`config.mk`:
```
export PLATFORM = sky130hd
export DESIGN_NAME = zbus_master
export DESIGN_NICKNAME = d
export VERILOG_FILES = /design/src/rtl/zbus_pkg.sv /design/src/rtl/zbus_tcnt.sv /design/src/rtl/zbus_master.sv
export SDC_FILE = /design/constraint.sdc
export NUM_CORES = 1
export LEC_CHECK = 0
export CAP_MARGIN = 30
export CORE_ASPECT_RATIO = 1.25
export CORE_UTILIZATION = 40
export DETAILED_ROUTE_END_ITERATION = 12
export PLACE_DENSITY = 0.69
export SYNTH_ARGS = -nofsm -noshare
export SYNTH_HDL_FRONTEND = slang
export SYNTH_HIERARCHICAL = 1
export SYNTH_SLANG_ARGS = --single-unit
```
`constraint.sdc`:
```
create_clock -name clk -period 6.1 [get_ports clk]
set_input_delay 1.525 -clock clk [delete_from_list [all_inputs] [get_ports clk]]
set_output_delay 1.525 -clock clk [all_outputs]
set_load 0.03 [all_outputs]
```
`src/rtl/zbus_pkg.sv`:
```
// zbus_pkg: shared types and constants for the Z80-style bus master.
//   state_e       - bus cycle FSM state encoding
//   req_t         - latched request payload (cycle type, address, write data)
//   MEM_STRB_T    - strobe T-states for a memory cycle
//   IO_STRB_T     - strobe T-states for an I/O cycle (includes the built-in TW)
//   TIMEOUT_RDATA - read data reported when a cycle is aborted on the wait limit
package zbus_pkg;

    typedef enum logic [2:0] {
        ST_IDLE = 3'd0,
        ST_ADDR = 3'd1,
        ST_STRB = 3'd2,
        ST_HOLD = 3'd3,
        ST_DONE = 3'd4
    } state_e;

    localparam int unsigned MEM_STRB_T    = 2;
    localparam int unsigned IO_STRB_T     = 3;
    localparam logic [7:0]  TIMEOUT_RDATA = 8'hFF;

    typedef struct packed {
        logic        io;
        logic        wr;
        logic [15:0] addr;
        logic [7:0]  wdata;
    } req_t;

endpackage

```
`src/rtl/zbus_tcnt.sv`:
```
// zbus_tcnt: T-state prescaler; tick_c marks the last clk of each T-state.
//   clk, rst - clock and synchronous active-high reset
//   clr      - hold the prescaler at the start of a T-state
//   tick_c   - combinational, high on the final clock of the current T-state
module zbus_tcnt #(
    parameter int unsigned TSTATE_CLKS = 2
) (
    input  logic clk,
    input  logic rst,
    input  logic clr,
    output logic tick_c
);

    localparam int unsigned CW = 4;

    logic [CW-1:0] cnt_q;
    logic [CW-1:0] cnt_d;

    assign tick_c = (cnt_q == CW'(TSTATE_CLKS - 1));

    always_comb begin
        cnt_d = cnt_q;
        if (clr || tick_c) begin
            cnt_d = '0;
        end else begin
            cnt_d = cnt_q + CW'(1);
        end
    end

    always_ff @(posedge clk) begin
        if (rst) begin
            cnt_q <= '0;
        end else begin
            cnt_q <= cnt_d;
        end
    end

endmodule

```
`src/rtl/zbus_master.sv`:
```
// zbus_master: runs one Z80-style memory or I/O bus cycle per accepted request.
//   req_*             - valid/ready request channel (type, address, write data)
//   done/rdata/claimed/timeout - completion pulse and cycle results
//   za, zd_out/zd_oe/zd_in    - address bus and split tristate data bus
//   zmreq_n/ziorq_n/zrd_n/zwr_n - active-low bus strobes
//   ziorqge, zwait_n  - responder claim and wait request
// Optional feature: define ZBUS_MASTER_WAIT_EN to honour zwait_n with a
// WAIT_MAX T-state abort limit; otherwise zwait_n is ignored.
module zbus_master
    import zbus_pkg::*;
#(
    parameter int unsigned TSTATE_CLKS = 2,
    parameter int unsigned WAIT_MAX    = 15
) (
    input  logic        clk,
    input  logic        rst,
    input  logic        req_valid,
    output logic        req_ready,
    input  logic        req_io,
    input  logic        req_wr,
    input  logic [15:0] req_addr,
    input  logic [7:0]  req_wdata,
    output logic        done,
    output logic [7:0]  rdata,
    output logic        claimed,
    output logic        timeout,
    output logic [15:0] za,
    output logic [7:0]  zd_out,
    output logic        zd_oe,
    input  logic [7:0]  zd_in,
    output logic        zmreq_n,
    output logic        ziorq_n,
    output logic        zrd_n,
    output logic        zwr_n,
    input  logic        ziorqge,
    input  logic        zwait_n
);

`ifdef ZBUS_MASTER_WAIT_EN
    localparam bit WAIT_EN = 1'b1;
`else
    localparam bit WAIT_EN = 1'b0;
`endif

    localparam int unsigned TW = 9;
    localparam int unsigned WW = 8;

    state_e        state_q, state_d;
    logic [TW-1:0] tcount_q, tcount_d;
    logic [WW-1:0] wait_q, wait_d;
    req_t          req_q, req_d;
    logic [7:0]    rdata_stg_q, rdata_stg_d;
    logic          claimed_stg_q, claimed_stg_d;
    logic          timeout_stg_q, timeout_stg_d;
    logic          req_ready_q, req_ready_d;
    logic          done_q, done_d;
    logic [7:0]    rdata_q, rdata_d;
    logic          claimed_q, claimed_d;
    logic          timeout_q, timeout_d;
    logic          zmreq_n_q, zmreq_n_d;
    logic          ziorq_n_q, ziorq_n_d;
    logic          zrd_n_q, zrd_n_d;
    logic          zwr_n_q, zwr_n_d;
    logic          zd_oe_q, zd_oe_d;
    logic          tick_c;
    logic          tclr_c;
    logic [TW-1:0] strb_last_c;

    // Prescaler restarts at each new cycle so ADDR is always a full T-state.
    assign tclr_c = (state_q == ST_IDLE) || (state_q == ST_DONE);

    zbus_tcnt #(.TSTATE_CLKS(TSTATE_CLKS)) u_tcnt (
        .clk    (clk),
        .rst    (rst),
        .clr    (tclr_c),
        .tick_c (tick_c)
    );

    // Index of the final STRB T-state, stretched by inserted wait states.
    assign strb_last_c = (req_q.io ? TW'(IO_STRB_T - 1) : TW'(MEM_STRB_T - 1))
                       + TW'(wait_q);

    // Next-state, request latch and result staging.
    always_comb begin
        state_d       = state_q;
        tcount_d      = tcount_q;
        wait_d        = wait_q;
        req_d         = req_q;
        rdata_stg_d   = rdata_stg_q;
        claimed_stg_d = claimed_stg_q;
        timeout_stg_d = timeout_stg_q;

        case (state_q)
            ST_IDLE: begin
                if (req_valid && req_ready_q) begin
                    req_d         = '{io: req_io, wr: req_wr, addr: req_addr, wdata: req_wdata};
                    state_d       = ST_ADDR;
                    tcount_d      = '0;
                    wait_d        = '0;
                    timeout_stg_d = 1'b0;
                end
            end
            ST_ADDR: begin
                if (tick_c) begin
                    state_d  = ST_STRB;
                    tcount_d = '0;
                end
            end
            ST_STRB: begin
                if (tick_c) begin
                    if (WAIT_EN && (tcount_q != '0) && !zwait_n) begin
                        if (wait_q == WW'(WAIT_MAX)) begin
                            state_d       = ST_HOLD;
                            tcount_d      = '0;
                            rdata_stg_d   = TIMEOUT_RDATA;
                            claimed_stg_d = req_q.io & ziorqge;
                            timeout_stg_d = 1'b1;
                        end else begin
                            wait_d   = wait_q + WW'(1);
                            tcount_d = tcount_q + TW'(1);
                        end
                    end else if (tcount_q == strb_last_c) begin
                        state_d       = ST_HOLD;
                        tcount_d      = '0;
                        claimed_stg_d = req_q.io & ziorqge;
                        if (!req_q.wr) begin
                            rdata_stg_d = zd_in;
                        end
                    end else begin
                        tcount_d = tcount_q + TW'(1);
                    end
                end
            end
            ST_HOLD: begin
                if (tick_c) begin
                    state_d = ST_DONE;
                end
            end
            ST_DONE: begin
                state_d = ST_IDLE;
            end
            default: begin
                state_d = ST_IDLE;
            end
        endcase
    end

    // Registered outputs decoded from the next state so strobes track state exactly.
    always_comb begin
        req_ready_d = (state_d == ST_IDLE);
        done_d      = (state_d == ST_DONE);
        zmreq_n_d   = !((state_d == ST_STRB) && !req_d.io);
        ziorq_n_d   = !((state_d == ST_STRB) &&  req_d.io);
        zrd_n_d     = !((state_d == ST_STRB) && !req_d.wr);
        zwr_n_d     = !((state_d == ST_STRB) &&  req_d.wr);
        zd_oe_d     = req_d.wr && ((state_d == ST_ADDR) || (state_d == ST_STRB)
                                   || (state_d == ST_HOLD));
        rdata_d     = rdata_q;
        claimed_d   = claimed_q;
        timeout_d   = timeout_q;
        // Results publish together with done and stay until the next done.
        if ((state_q == ST_HOLD) && (state_d == ST_DONE)) begin
            rdata_d   = rdata_stg_q;
            claimed_d = claimed_stg_q;
            timeout_d = timeout_stg_q;
        end
    end

    always_ff @(posedge clk) begin
        if (rst) begin
            state_q       <= ST_IDLE;
            tcount_q      <= '0;
            wait_q        <= '0;
            req_q         <= '0;
            rdata_stg_q   <= '0;
            claimed_stg_q <= 1'b0;
            timeout_stg_q <= 1'b0;
            req_ready_q   <= 1'b1;
            done_q        <= 1'b0;
            rdata_q       <= '0;
            claimed_q     <= 1'b0;
            timeout_q     <= 1'b0;
            zmreq_n_q     <= 1'b1;
            ziorq_n_q     <= 1'b1;
            zrd_n_q       <= 1'b1;
            zwr_n_q       <= 1'b1;
            zd_oe_q       <= 1'b0;
        end else begin
            state_q       <= state_d;
            tcount_q      <= tcount_d;
            wait_q        <= wait_d;
            req_q         <= req_d;
            rdata_stg_q   <= rdata_stg_d;
            claimed_stg_q <= claimed_stg_d;
            timeout_stg_q <= timeout_stg_d;
            req_ready_q   <= req_ready_d;
            done_q        <= done_d;
            rdata_q       <= rdata_d;
            claimed_q     <= claimed_d;
            timeout_q     <= timeout_d;
            zmreq_n_q     <= zmreq_n_d;
            ziorq_n_q     <= ziorq_n_d;
            zrd_n_q       <= zrd_n_d;
            zwr_n_q       <= zwr_n_d;
            zd_oe_q       <= zd_oe_d;
        end
    end

    assign req_ready = req_ready_q;
    assign done      = done_q;
    assign rdata     = rdata_q;
    assign claimed   = claimed_q;
    assign timeout   = timeout_q;
    assign za        = req_q.addr;
    assign zd_out    = req_q.wdata;
    assign zd_oe     = zd_oe_q;
    assign zmreq_n   = zmreq_n_q;
    assign ziorq_n   = ziorq_n_q;
    assign zrd_n     = zrd_n_q;
    assign zwr_n     = zwr_n_q;

endmodule

```
==> impl_metrics.csv <==
group,metric,value,unit
cts,cts-buffers-inserted,9,
sta,tightest_slew,0.799,ns
power_and_ir_drop,p_sw_frac,0.272,
critical_path,critPathKind,"in -> reg",
cts,clk_pin_slew,0.07,ns
power_and_ir_drop,comb_power_share,0.146,
global_routing,globalRouteMet3Util,0.0531,
global_routing,grt_antenna_before_repair,0,
cts,ctsHoldBuffers,0,
global_routing,grt_first_pass_wirelength,9.74,mm
place,place.port_buffers,77,
finish,drive_gt1_frac,0.0681,
global_routing,grt-busiest-layer,"met2",
hold_path,hp-class,"reg -> reg",
floorplanning,fp-row-count,33,
sta,rsz0062_at_grt,"false",
cts,cts-resized-gates,0,
global_routing,overflow,0,
critical_path,crit_chain,"clkdlybuf4s50_1 -> and4bb_2 -> a22oi_2 -> a31oi_2 -> a211oi_1",
yosys,synth_top_area_cell,"dfxtp_1",
power_and_ir_drop,p_int,0.723,mW
yosys,yosysTopAreaCellShare,0.485,
critical_path,path_buf_inv,1,
critical_path,cp.required,6.35,ns
global_routing,use_met2,0.298,
sta,hold_viol,0,
cts,htreeDepth,3,
sta,min_period,3.11,ns
yosys,synthDistinctLibCells,42,
yosys,synth_edf_count,0,
cts,clkSinkCount,67,
drt,dr.pass1.iters,4,
place,dp_hpwl,4.02,mm
yosys,yosys_warnings,6,
sta,timing.hold.ws,0.450,ns
finish,instances_no_fill,469,
power_and_ir_drop,leakage,1.24,nW
yosys,ys_top_cells_by_area,"dfxtp_1, nand2_1, a21oi_1",
floorplanning,ioPinCount,80,
global_routing,grt_pass1_vias,2148,
critical_path,cp_slowest_cell,"a22oi_2",
global_routing,grtUsageMet1,0.189,
yosys,synth_ff_type,"dfxtp_1",
drt,dr.first_iter.drc_count,71,
global_routing,gr-usage-all-layers,0.172,
yosys,synth.avg_cell_area,8.43,µm²
sta,setup_viol,0,
power_and_ir_drop,p_switching,0.270,mW
cts,cts_root_buffer,"clkbuf_8",
drt,antenna_left,0,
sta,slew_headroom,0.466,
yosys,ys_seq_elements,67,
yosys,synth_cells,328,
floorplanning,dieArea,0.00725,mm²
cts,cts_tree,"yes",
floorplanning,die_y,94.9,µm
cts,cts_max_path_buffers,2,
power_and_ir_drop,peakVddDrop,158,µV
drt,routed_wl,5.90,mm
sta,fin_skew,0.0114,ns
critical_path,cp.arrival,3.36,ns
floorplanning,start_util,0.418,
critical_path,slowest_delay,0.61,ns
place,globalplace.congestion,0.759,
finish,finalNetCount,419,
sta,fin_crit_sh,0.511,
power_and_ir_drop,power.density,274,mW/mm²
place,dpl_cell_area,0.00342,mm²
sta,fin_setup_tns,0,ns
cts,clk_latency,0.34,ns
run,drv_cap,0,
drt,vias,2330,
yosys,synth-seq-area-share,0.485,
drt,wl_per_cell,12.6,µm
yosys,syn-num-nets,370,
run_status,outcome,"completed",
critical_path,cp_max_fo,17,
drt,viasPerCell,4.97,
power_and_ir_drop,clock_power_share,0.384,
cts,cts_setup_buffers,0,
floorplanning,core-area,0.00661,mm²
critical_path,startpoint_type,"input pin",
critical_path,path_delay_family,"compound AO/OA/AOI/OAI gates",
power_and_ir_drop,p_seq_frac,0.470,
finish,n_antenna_cell,0,
sta,clock.fmax,0.321,GHz
global_routing,grt_max_degree,31,
floorplanning,die_w,76.4,µm
finish,finalInstanceArea,0.00363,mm²
finish,syn_to_final_growth,31.4,%
yosys,syn_area,0.00276,mm²
place,post-place-cells,453,
sta,report.final.slew_viol_count,0,
yosys,synthArstFlopShare,0,
critical_path,endpoint_kind,"flip-flop",
drt,drc,0,
==> worst min-delay path, stage by stage (launching register included) <==
cell and delay (ns):
dfxtp_1 0.31, nand2_1 0.05, a21oi_1 0.05
==> layout by cell type, fill, tap and decap left out, types with 2 or more instances in the layout <==
| cell type | netlist | routed |
|---|---|---|
| a211oi_1 | 5 | 5 |
| a211oi_2 | 2 | 2 |
| a21oi_1 | 45 | 45 |
| clkbuf_8 | 0 | 10 |
| clkdlybuf4s50_1 | 0 | 76 |
| clkinvlp_4 | 0 | 2 |
| dfxtp_1 | 67 | 67 |
| ha_1 | 3 | 3 |
| inv_1 | 3 | 3 |
| inv_6 | 0 | 2 |
| mux2i_1 | 2 | 2 |
| nand2_1 | 75 | 75 |
| nand2b_1 | 4 | 4 |
| nand3_1 | 15 | 15 |
| nand4_1 | 2 | 2 |
| nor2_1 | 13 | 12 |
| nor3_1 | 4 | 4 |
| nor3b_1 | 3 | 3 |
| o21ai_0 | 13 | 13 |
| o31ai_1 | 2 | 2 |
| or3_1 | 5 | 5 |
| or4_1 | 2 | 2 |
| xor2_1 | 4 | 4 |
==> layer usage <==
layer  vias up  wire [µm]
li1       1189          -
met5         -          0
met4         0         89
met3         7        306
met1      1065       2690
met2        69       2820
==> cells in the mapped netlist, types with 2 or more instances <==
library cell	n
ha_1	3
clkbuf_1	11
nand2b_1	4
o31ai_1	2
inv_1	3
xor2_1	4
dfxtp_1	67
or4_1	2
nor3_1	4
a21oi_1	45
a211oi_2	2
nor3b_1	3
buf_2	2
o21ai_0	13
a211oi_1	5
nor2_1	13
nand2_1	75
or3_1	5
mux2i_1	2
nand4_1	2
buf_4	26
nand3_1	15
==> layout make-up <==
| type | instances | area (µm²) |
|---|---|---|
| well taps | 87 | 109 |
| clock inverters | 6 | 71.3 |
| inverters | 4 | 15.0 |
| fillers | 578 | 2980 |
| flip-flops and latches | 67 | 1340 |
| multi-input cells | 216 | 1150 |
| clock buffers | 10 | 138 |
| repair buffers | 79 | 808 |
==> metrics by stage <==
step / setup slack [ns] / total power [mW] / utilization
2_1_floorplan: 3.42 / 0.574 / -
3_3_place_gp: 2.46 / 0.618 / 0.512
3_5_place_dp: 2.63 / 0.623 / 0.518
4_1_cts: 3.00 / 1.01 / 0.550
5_1_grt: 2.88 / 1.04 / 0.550
6_report: 2.99 / 0.993 / 0.550
==> sequential cells by signal, summed over array words and instances (netlist names), 2 cells and up <==
register,count
za,16
tcount_q,9
rdata,8
rdata_stg_q,8
zd_out,8
u_tcnt/cnt_q,4
state_q,3
req_q,2
==> cells by family (layout without fill, tap and decap cells) <==
group           count (synthesis)  in the layout  synth area share
mux                             2              2           0.00724
compound gates                 73             73             0.155
buf+inv                        45             99             0.100
xor+xnor                        5              5            0.0158
simple gates                  132            132             0.222
fa+ha+maj                       3              3            0.0136
flops                          67             67             0.485
other cells                     1              1           0.00136
==> power groups by stage <==
stage	Clock [mW]	Sequential [mW]	Combinational (mW)
after floorplan	0	0.475	0.0990
after global placement	0	0.477	0.141
after detailed placement	0	0.477	0.146
after CTS	0.392	0.467	0.146
after global routing	0.414	0.470	0.155
final	0.382	0.467	0.145
==> path summary, 6_finish.rpt <==
check / endpoint / cells past startpoint / slack [ns] / from
worst max-delay path: tcount_q[2] / 5 / 2.99 / req_valid
worst min-delay path: rdata[1] / 2 / 0.45 / rdata_stg_q[1]
worst max register to register: rdata_stg_q[1] / 6 / 3.70 / u_tcnt/cnt_q[0]
worst min register to register: rdata[1] / 2 / 0.45 / rdata_stg_q[1]
No activity file was read; power rests on OpenSTA's default activity.
